==> src/rtl/frame_capture_writer.sv <==
// Camera byte stream to frame-buffer port-A writer: assembles RGB444 pixels from
// byte pairs, tracks line/column position and reports per-frame framing errors.
module frame_capture_writer #(
  parameter int unsigned H_PIXELS   = 640,
  parameter int unsigned V_LINES    = 480,
  parameter int unsigned ADDR_WIDTH = 19
) (
  input  logic                  clk_25mhz,
  input  logic                  reset,
  input  logic [7:0]            cam_byte,
  input  logic                  cam_byte_valid,
  input  logic                  cam_href,
  input  logic                  cam_vsync,
  input  logic                  capture_start,
  input  logic                  continuous,
  output logic [ADDR_WIDTH-1:0] memory_write_addr,
  output logic [11:0]           memory_write_data,
  output logic                  memory_write_enable,
  output logic                  busy,
  output logic                  done,
  output logic                  frame_error,
  output logic [7:0]            frame_count
);

  localparam int unsigned XW = $clog2(H_PIXELS + 1);
  localparam int unsigned LW = $clog2(V_LINES + 2);
  localparam logic [XW-1:0]         H_END  = XW'(H_PIXELS);
  localparam logic [LW-1:0]         V_END  = LW'(V_LINES);
  localparam logic [ADDR_WIDTH-1:0] H_STEP = ADDR_WIDTH'(H_PIXELS);

  typedef enum logic [1:0] {S_IDLE, S_WAIT_SOF, S_CAPTURE, S_DONE} state_t;

  state_t                  state, state_next;
  logic                    vsync_d, href_d;
  logic                    phase;
  logic [3:0]              r_nib;
  logic [XW-1:0]           x;
  logic [LW-1:0]           line, line_after;
  logic [ADDR_WIDTH-1:0]   line_base;
  logic                    err, err_next;
  logic                    vsync_fall, vsync_rise, href_fall;
  logic                    byte_en, pix_byte, pix_ok, pix_excess;
  logic                    line_close, line_err;

  assign vsync_fall = ~cam_vsync & vsync_d;
  assign vsync_rise = cam_vsync & ~vsync_d;
  assign href_fall  = ~cam_href & href_d;

  assign busy = (state != S_IDLE);
  assign done = (state == S_DONE);

  always_ff @(posedge clk_25mhz) begin
    if (reset) state <= S_IDLE;
    else       state <= state_next;
  end

  always_comb begin
    state_next = state;
    unique case (state)
      S_IDLE:     if (capture_start || continuous) state_next = S_WAIT_SOF;
      S_WAIT_SOF: if (vsync_fall) state_next = S_CAPTURE;
      S_CAPTURE:  if (vsync_rise) state_next = S_DONE;
      S_DONE:     state_next = continuous ? S_WAIT_SOF : S_IDLE;
      default:    state_next = S_IDLE;
    endcase
  end

  // The line close is folded into line_after/err_next so a vsync_rise in the
  // same cycle judges the frame on the already-closed line count.
  always_comb begin
    byte_en    = cam_byte_valid & cam_href;
    pix_byte   = byte_en & phase;
    pix_ok     = pix_byte & (x < H_END) & (line < V_END);
    pix_excess = pix_byte & ~pix_ok;
    line_close = href_fall & (x != '0);
    line_err   = line_close & ((x != H_END) | phase);
    line_after = line;
    if (line_close && (line <= V_END)) line_after = line + 1'b1;
    err_next   = err | pix_excess | line_err | (vsync_rise & (line_after != V_END));
  end

  always_ff @(posedge clk_25mhz) begin
    if (reset) begin
      vsync_d             <= 1'b0;
      href_d              <= 1'b0;
      phase               <= 1'b0;
      r_nib               <= '0;
      x                   <= '0;
      line                <= '0;
      line_base           <= '0;
      err                 <= 1'b0;
      memory_write_addr   <= '0;
      memory_write_data   <= '0;
      memory_write_enable <= 1'b0;
      frame_error         <= 1'b0;
      frame_count         <= '0;
    end else begin
      vsync_d             <= cam_vsync;
      href_d              <= cam_href;
      memory_write_enable <= 1'b0;
      unique case (state)
        S_WAIT_SOF: begin
          x         <= '0;
          line      <= '0;
          line_base <= '0;
          phase     <= 1'b0;
          err       <= 1'b0;
        end
        S_CAPTURE: begin
          if (byte_en) begin
            if (!phase) begin
              r_nib <= cam_byte[3:0];
              phase <= 1'b1;
            end else begin
              phase <= 1'b0;
              if (pix_ok) begin
                memory_write_enable <= 1'b1;
                memory_write_data   <= {r_nib, cam_byte};
                memory_write_addr   <= line_base + ADDR_WIDTH'(x);
              end
              if (x < H_END) x <= x + 1'b1;
            end
          end
          if (line_close) begin
            x     <= '0;
            phase <= 1'b0;
            line  <= line_after;
            if (line < V_END) line_base <= line_base + H_STEP;
          end
          err <= err_next;
          if (vsync_rise) begin
            frame_count <= frame_count + 1'b1;
            frame_error <= err_next;
          end
        end
        default: ;
      endcase
    end
  end

endmodule

==> config.mk <==
export PLATFORM = sky130hd
export DESIGN_NAME = frame_capture_writer
export DESIGN_NICKNAME = d
export VERILOG_FILES = /design/src/rtl/frame_capture_writer.sv
export SDC_FILE = /design/constraint.sdc
export NUM_CORES = 1
export LEC_CHECK = 0
export BUFFER_PORTS_ARGS = -buffer_cell sky130_fd_sc_hd__buf_2
export CAP_MARGIN = 10
export CORE_AREA = 2 2 86 88
export CTS_CLUSTER_SIZE = 20
export DETAILED_ROUTE_END_ITERATION = 8
export DIE_AREA = 0 0 88 90
export GPL_TIMING_DRIVEN = 0
export PLACE_DENSITY_LB_ADDON = 0.3
export SETUP_SLACK_MARGIN = 0.4
export SYNTH_ARGS = -nofsm -noshare
export SYNTH_HDL_FRONTEND = slang
export SYNTH_SLANG_ARGS = --single-unit
export TNS_END_PERCENT = 100
==> constraint.sdc <==
create_clock -name clk_25mhz -period 6.37 [get_ports clk_25mhz]
set_clock_uncertainty 0.05 [all_clocks]
set_input_delay 0.9555 -clock clk_25mhz [delete_from_list [all_inputs] [get_ports clk_25mhz]]
set_output_delay 0.9555 -clock clk_25mhz [all_outputs]
set_load 0.03 [all_outputs]
[Word-level counts from Yosys, hierarchy flattened]
Cells that the tools add are included.
Cells by class
  add/sub/neg operators: 5
  multiply operators: 0
  divide/modulo/power cells: 0
  magnitude comparators: 3
  equal/unequal tests: 13
  shift-type cells: 0
  multiplexer cells: 22
  bitwise gates (word level): 22
  reductions and logical operators: 15
Operator list (count)
  2-to-1 mux 10 bit: 4
  2-to-1 mux 19 bit: 2
  one-hot mux 19 bit (2 select lines): 1
  one-hot mux 10 bit (2 select lines): 1
  adder 19 x 10 -> 19 bit: 1
  adder 19 x 10 -> 19 bit, second input constant: 1
  2-to-1 mux 9 bit: 2
  one-hot mux 9 bit (2 select lines): 1
  bitwise AND 1 bit: 11
  adder 10 x 1 -> 10 bit, second input constant: 1
  < comparator 10 bit, second input constant: 1
  inequality test 10 bit, second input constant: 1
  inequality test 2 bit, second input constant: 5
  nonzero test 10 bit: 1
  adder 9 x 1 -> 9 bit, second input constant: 1
  <= comparator 9 bit, second input constant: 1
  < comparator 9 bit, second input constant: 1
  inequality test 3 bit, second input constant: 3
  inequality test 9 bit, second input constant: 1
  AND reduction 3 bit: 3
  adder 8 x 1 -> 8 bit, second input constant: 1
  one-hot mux 2 bit (4 select lines): 1
  AND reduction 4 bit: 2
  NOT 1 bit: 7
  other kinds (12): 26
Storage, ports and cells
  flip-flop bits (word level): 89
  latch bits: 0
  RAM bits: 0
  memory bits (read-only): 0
  input port bits: 15
  output and inout bits: 43
  logic and storage cells: 94
  memories: 0

[Logic depth before layout (Yosys ltp)]
Gate-level depths: netlist of the first run.
  depth in word-level cells: 10
  gate-level depth with buffers: 9
  depth with buffers taken out: 7

[Worst setup path before layout of the first run]
No wires, ideal clock.
  path type: in2reg
  from: in cam_href
  to: reg x[7]
  setup time: 0.071 ns
  data arrival time: 2.388 ns
  required time: 6.249 ns
  setup slack: 3.861 ns
  stages on the path: 6
  buffers on the path: 1
  cells stage by stage: nor2b_1 -> o31ai_2 -> and3_1 -> buf_2 -> or4_1 -> a21oi_1
Between the ends
  cells in the longest elaborated chain, start to end: 5
  elaborated cells on any way between the ends: 10
  those cells by class: 3 x eq/ne; 2 x mux; 4 x bitwise; 1 x reduce/logical
Ends and longest elaborated chain
  from (decl): line 12  | input logic cam_href,
  NOT 1 bit: line 47  | assign href_fall = ~cam_href & href_d;
  bitwise AND 1 bit: line 47
  bitwise AND 1 bit: line 75  | line_close = href_fall & (x != '0);
  inequality test 3 bit (no source line) / 2-to-1 mux 10 bit (equally long branches)
  AND reduction 4 bit (no source line) / one-hot mux 10 bit (2 select lines) (equally long branches)
  to (signal assigned): line 121  | if (x < H_END) x <= x + 1'b1;
  to (decl): line 37  | logic [XW-1:0] x;
Several ways; a longest one is shown, not always the timed one.
A chain may end at the register's enable or synchronous reset.

[Worst setup path after layout of the first run]
  from: reg state[0]
  to: reg memory_write_addr[14]
Between the ends
  cells in the longest elaborated chain, start to end: 2
Ends and longest elaborated chain
  from (decl): line 33  | state_t state, state_next;
  from (signal assigned): line 54  | else state <= state_next;
  equality test 2 bit: line 101  | unique case (state)
  AND reduction 4 bit (no source line)
  to (signal assigned): line 119  | memory_write_addr <= line_base + ADDR_WIDTH'(x);
  to (decl): line 16  | output logic [ADDR_WIDTH-1:0] memory_write_addr,
No other way between the ends.

==> reports/qor.csv, run 1 <==
metric,value,unit
outcome,"finished, final reports clean",
reg2reg_slack,3430,ps
num-fill-cells,604,
multi_input_area,2260,um2
slew_headroom,0.495,
power_leakage,1.89,nW
gp_congestion,0.906,
synthArstFlopShare,0,
synth_mux_area_frac,0.0176,
die_h,90,um
ys_seq_elements,82,
synth.largest_area_cell,dfxtp_1,
synth_area,4050,um2
setup_viol,0,
worstReg2RegEnd,memory_write_addr[14],
layout-drive-gt1-share,0.146,
first_pass_iters,5,
grt_pass1_vias,3339,
clk_pin_slew,90,ps
grt_max_degree,16,
hold_start,r_nib[3],
numPortBuffers,57,
num_io_pins,58,
synth-simple-area-share,0.223,
area_delta_synth_final,14.5,%
worst_pin_slew,746,ps
hold_end,memory_write_data[11],
die_x,88,um
cts_resized,0,
r2r_start,state[0],
final_cell_area,4640,um2
yosys_warnings,0,
seq_area,1640,um2
cts_setup_buffers,0,
holdWs,402,ps
root_buffer,clkbuf_8,
numCtsBuffers,9,
power_density,242,nW/um2
synth_top_family_by_area,simple AND/OR/NAND/NOR gates,
htreeDepth,3,
vias,3788,
ant_nets,0,
synthTopCellsByArea,"dfxtp_1 41%, a21oi_1 5.1%, nand2_1 4.7%",
nets,579,
ctsHoldBuffers,0,
worstRegToRegCells,8,
hp-class,reg2reg,
startpoint_type,register,
ys.flop_type,dfxtp_1,
synth_nets,511,
final_util,0.661,
antenna_found_initial,0,
hpwl,7.07,mm
power.total,1.12,mW
route.detailed.drc,0,
design.die.area,7920,um2
synth-edff-count,0,
cts.path.max_buffers,2,
peakVddDrop,0.000171,V
routed_wl,9.59,mm
cp_max_fo,10,
routedWlPerCell,14.7,um
avgSynthCellArea,8.42,um2
cts_tree,built,
synth.most_common_cell,dfxtp_1,
hold_depth,2,
start_util,0.577,
yosys-top-cells-count,"82 x dfxtp_1, 51 x nand2_1, 41 x a21oi_1, 41 x nor2_1, 23 x clkbuf_1",
end_kind,register,
grt.total_usage,0.251,
core-area,7020,um2
drt_iter0_drc,319,
ys_seq_area_frac,0.405,
n_antenna_cell,0,
synth_xor_area_frac,0.0627,
grt-ovfl-total,0,
criticalPathCategory,reg2reg,
crit_start,state[0],
placed_cell_area,4460,um2
final.min_clock_period,2940,ps
drv_slew,0,
synth_fa_ha_area_frac,0.0463,
std_cell_rows,31,
hold_violations,0,
grt_pass1_wl,15.9,mm
arrival,3160,ps
cp.required,6590,ps
timing.max_cap.violations,0,
fmax,340,MHz
fin_setup_tns,0,ps
min_period_over_period,0.462,
synth_compound_area_frac,0.206,
via_per_inst,5.80,
yosysUniqueCellTypes,59,
clock-sinks,82,
clk_latency,360,ps
rsz0062_at_grt,no,
syn_inst,481,
netlist.area_leader.share,0.405,
-- where the power goes --
group	switching (mW)	internal (mW)
registers	0.0143	0.527
clock network	0.205	0.146
logic	0.159	0.0734
-- worst max-delay path, cell delays in order (launching register included) --
cell      delay [ps]
dfxtp_1          340
inv_1            140
ha_1             230
clkbuf_1         410
clkinv_1         360
nor3_1           620
clkbuf_1         410
nor2_1            70
a211oi_1         220
-- stage by stage --
stage | cells | worst slack, ps
floorplan | 481 | 3860
finish | 653 | 3430
detailed placement | 637 | 3440
global route | 653 | 3110
CTS | 653 | 3430
global placement | 637 | 3430
-- routing by layer --
layer,wire length (um),part of all wire,GRT usage
met5,0,0,0
met4,233,0.024,0.113
met3,431,0.045,0.0331
met2,4680,0.49,0.395
met1,4250,0.44,0.341
-- area by class of cell --
class	instances	area share
Tap cell	99	0.0267
Clock inverter	6	0.0111
Sequential cell	82	0.354
Clock buffer	10	0.0275
Timing Repair Buffer	57	0.0615
Inverter	12	0.00971
Buffer	28	0.0232
Multi-Input combinational cell	359	0.486
-- cell usage in the layout, fill, tap and decap left out, types with 3 or more instances in the layout --
master / synthesis / final
dfxtp_1: 82 / 82
buf_2: 2 / 59
nand2_1: 51 / 51
nor2_1: 41 / 41
a21oi_1: 41 / 41
clkbuf_1: 23 / 24
o21ai_0: 22 / 22
nand3_1: 19 / 19
xor2_1: 17 / 17
ha_1: 15 / 15
a211oi_1: 14 / 14
xnor2_1: 12 / 12
inv_1: 11 / 11
a31oi_1: 11 / 11
and3_1: 10 / 10
or3_1: 10 / 10
nand2b_1: 9 / 9
clkbuf_8: 0 / 9
a21o_1: 7 / 7
nand4_1: 7 / 7
mux2i_1: 6 / 6
and4_1: 5 / 5
nor2b_1: 5 / 5
or4_1: 5 / 5
o31ai_1: 4 / 4
o2111ai_1: 4 / 4
nor3_1: 3 / 3
and2_1: 3 / 3
buf_1: 3 / 3
clkinvlp_4: 0 / 3
-- logic make-up (layout without fill, tap and decap cells) --
logic type | Yosys count | after routing
and+or+nand+nor | 179 | 179
xor gates and xnor gates | 29 | 29
other | 1 | 1
DFF | 82 | 82
buffers and inverters | 40 | 113
AOI/OAI and AO/OA | 128 | 128
adders and majority gates | 15 | 15
muxes | 7 | 7
-- registers in the layout, summed over array words and instances (netlist names) --
| name | count |
|---|---|
| state | 2 |
| r_nib | 4 |
| memory_write_enable | 1 |
| line | 9 |
| memory_write_data | 12 |
| phase | 1 |
| line_base | 12 |
| vsync_d | 1 |
| frame_error | 1 |
| href_d | 1 |
| frame_count | 8 |
| memory_write_addr | 19 |
| x | 10 |
| err | 1 |
-- worst max path at each step --
stage	to	slack, ps	cells after the start
after floorplan	x[7]	3860	6
after global placement	line[1]	3430	7
after detailed placement	x[7]	3440	7
after CTS	memory_write_addr[14]	3430	8
after global routing	memory_write_addr[14]	3110	8
final	memory_write_addr[14]	3430	8
(Power assumes the default switching activity.)
==> run 2, diff against run 1 <==
--- a/config.mk
+++ b/config.mk
@@ -5,12 +5,13 @@
 export SDC_FILE = /design/constraint.sdc
 export NUM_CORES = 1
 export LEC_CHECK = 0
+export ABC_AREA = 1
 export BUFFER_PORTS_ARGS = -buffer_cell sky130_fd_sc_hd__buf_2
 export CAP_MARGIN = 10
-export CORE_AREA = 2 2 86 88
+export CORE_AREA = 2 2 92 94
 export CTS_CLUSTER_SIZE = 20
 export DETAILED_ROUTE_END_ITERATION = 8
-export DIE_AREA = 0 0 88 90
+export DIE_AREA = 0 0 94 96
 export GPL_TIMING_DRIVEN = 0
 export PLACE_DENSITY_LB_ADDON = 0.3
 export SETUP_SLACK_MARGIN = 0.4
==> constraint.sdc (replaced) <==
create_clock -name clk_25mhz -period 2.5 [get_ports clk_25mhz]
set_clock_uncertainty 0.05 [all_clocks]
set_input_delay 0.375 -clock clk_25mhz [delete_from_list [all_inputs] [get_ports clk_25mhz]]
set_output_delay 0.375 -clock clk_25mhz [all_outputs]
set_load 0.03 [all_outputs]
==> run 2 against run 1 <==
Effect of this change: core utilization is 5.4 points lower; largest power group unchanged; largest cell class unchanged; first-iteration DRC count decreased by 22%; worst setup slack worse by 3000 ps.
==> reports/qor.csv, run 2 <==
metric,value,unit
layout-drive-gt1-share,0.216,
n_antenna_cell,0,
die_h,96,um
netlist.area_leader.share,0.403,
min_period_over_period,0.810,
cp_max_fo,9,
hp-class,in2reg,
clk_latency,350,ps
largest_reg_flops,19,
gp_congestion,0.841,
grt_max_degree,16,
grt-ovfl-total,0,
rsz0062_at_grt,yes,
synth.largest_area_cell,dfxtp_1,
grt.total_usage,0.229,
cts_tree,built,
timing.max_cap.violations,0,
synthArstFlopShare,0,
yosys_warnings,0,
synth_area,4080,um2
num_io_pins,58,
pre_cts_slack,146,ps
antenna_found_initial,0,
std_cell_rows,33,
vias,3943,
num-fill-cells,730,
crit_top_cell,inv_4,
nets,674,
start_util,0.506,
first_pass_iters,5,
area_delta_synth_final,19.8,%
clock-sinks,82,
synthTopCellsByArea,"dfxtp_1 40%, nor2_1 8.2%, nand2_1 8.1%",
syn_inst,571,
routedWlPerCell,13.3,um
worst_pin_slew,613,ps
numCtsBuffers,9,
drv_slew,0,
yosys-top-cells-count,"89 x nor2_1, 88 x nand2_1, 82 x dfxtp_1",
cp_slowest_cell,dfxtp_4,
drt_iter0_drc,250,
hold_violations,0,
via_per_inst,5.23,
synth.most_common_cell,nor2_1,
grt_pass1_vias,3542,
ant_nets,0,
power.total,3.30,mW
reg_top3,"memory_write_addr (19), line_base (12), memory_write_data (12)",
hpwl,7.24,mm
avgSynthCellArea,7.14,um2
peakVddDrop,0.000338,V
setup_viol,0,
end_kind,register,
grt_pass1_wl,16.3,mm
core-area,8050,um2
slew_headroom,0.591,
die_x,94,um
arrival,2230,ps
mostFrequentLayoutCells,"83 x nand2_1, 83 x nor2_1, 74 x dfxtp_1, 59 x inv_1, 58 x buf_2",
root_buffer,clkbuf_8,
power_leakage,2.23,nW
cpPeakStageDelay,380,ps
worstPathCellList,inv_2 -> ha_2 -> inv_4 -> nand2_1 -> nand2_4 -> inv_4 -> nor3_4 -> nand3_2 -> nor2_2 -> xor2_1 -> nor2_1,
clk_pin_slew,90,ps
htreeDepth,3,
power_density,677,nW/um2
cp.required,2700,ps
criticalPathCategory,reg2reg,
fin_setup_tns,0,ps
ctsHoldBuffers,0,
final.min_clock_period,2020,ps
setup_ws,476,ps
numPortBuffers,57,
ys_seq_area_frac,0.403,
cts.path.max_buffers,2,
fmax,494,MHz
synth_nets,601,
route.detailed.drc,0,
synth-edff-count,0,
multi_input_area,2190,um2
ys_seq_elements,82,
ys.flop_type,dfxtp_1,
reg2reg_slack,480,ps
yosysUniqueCellTypes,35,
routed_wl,10.1,mm
design.die.area,9020,um2
seq_area,1660,um2
startpoint_type,register,
outcome,"finished, final reports clean",
regMostFlops,memory_write_addr,
==> run 2: cell count changes in the layout (fill, tap and decap cells not counted), moves of 10 or more <==
cell      delta
and3_1      -10
o21ai_0     +33
clkbuf_1    -13
nor2_1      +42
nor3_1      +13
nand2_1     +32
or3_1       -10
inv_1       +48
a211oi_1    -13
xnor2_1     -11
==> run 2: kinds of logic (layout without fill, tap and decap cells) <==
| group | after synthesis | in the layout | share of synthesized area |
|---|---|---|---|
| adders and majority gates | 15 | 15 | 0.0460 |
| DFF | 82 | 82 | 0.403 |
| AOI/OAI and AO/OA | 117 | 117 | 0.155 |
| other | 1 | 1 | 0.000920 |
| buffers and inverters | 89 | 167 | 0.0859 |
| and+or+nand+nor | 248 | 248 | 0.269 |
| xor gates and xnor gates | 19 | 19 | 0.0408 |
==> run 2: worst paths after layout <==
path	startpoint	end	cells after the start
max	state[0]	line_base[17]	11
min	cam_byte[7]	memory_write_data[7]	3
max reg2reg	state[0]	line_base[17]	11
min reg2reg	frame_count[5]	frame_count[6]	1
==> run 2: cell type report <==
class,instances,share of cell area
inverters,72,0.0574
well taps,105,0.0269
flip-flops and latches,82,0.340
multi-input cells,400,0.449
clock inverters,6,0.0146
clock buffers,10,0.0282
repair buffers,62,0.0661
plain buffers,17,0.0179
==> run 2: per-stage QoR <==
step	hold WS (ps)	cell area [um2]	instances	util
3_3_place_gp	404	4490	733	0.558
2_1_floorplan	393	4080	571	-
3_5_place_dp	414	4490	733	0.558
5_1_grt	213	4880	754	0.606
6_report	198	4880	754	0.606
4_1_cts	189	4730	750	0.587
==> run 2: timing repair <==
| action | CTS | global route |
|---|---|---|
| endpoints found under the setup margin | 42 | 28 |
| setup buffers | 1 | 4 |
| gates cloned | 0 | 0 |
| gates resized for setup | 8 | 44 |
| pin swaps | 1 | 14 |
==> run 2: critical path, delay by kind of cell (launching register included) <==
| family | cells | cell delay (ps) |
|---|---|---|
| xor+xnor | 1 | 150 |
| fa+ha+maj | 1 | 230 |
| flops | 1 | 380 |
| simple gates | 6 | 830 |
| buf+inv | 3 | 280 |
==> run 2: per-layer routing <==
metal | up-vias | global-route usage | wire length [um]
met5 | - | 0 | 0
met4 | 0 | 0.0761 | 146
met3 | 11 | 0.0486 | 595
met2 | 118 | 0.368 | 4510
met1 | 1811 | 0.308 | 4800
li1 | 2003 | - | -
==> run 2: power by group <==
| part | internal [mW] | total (mW) | leakage [nW] | switching, mW |
|---|---|---|---|---|
| combinational | 0.266 | 0.843 | 1.45 | 0.577 |
| clock | 0.502 | 1.02 | 0.105 | 0.514 |
| sequential | 1.38 | 1.44 | 0.667 | 0.0660 |
| total | 2.15 | 3.30 | 2.23 | 1.16 |
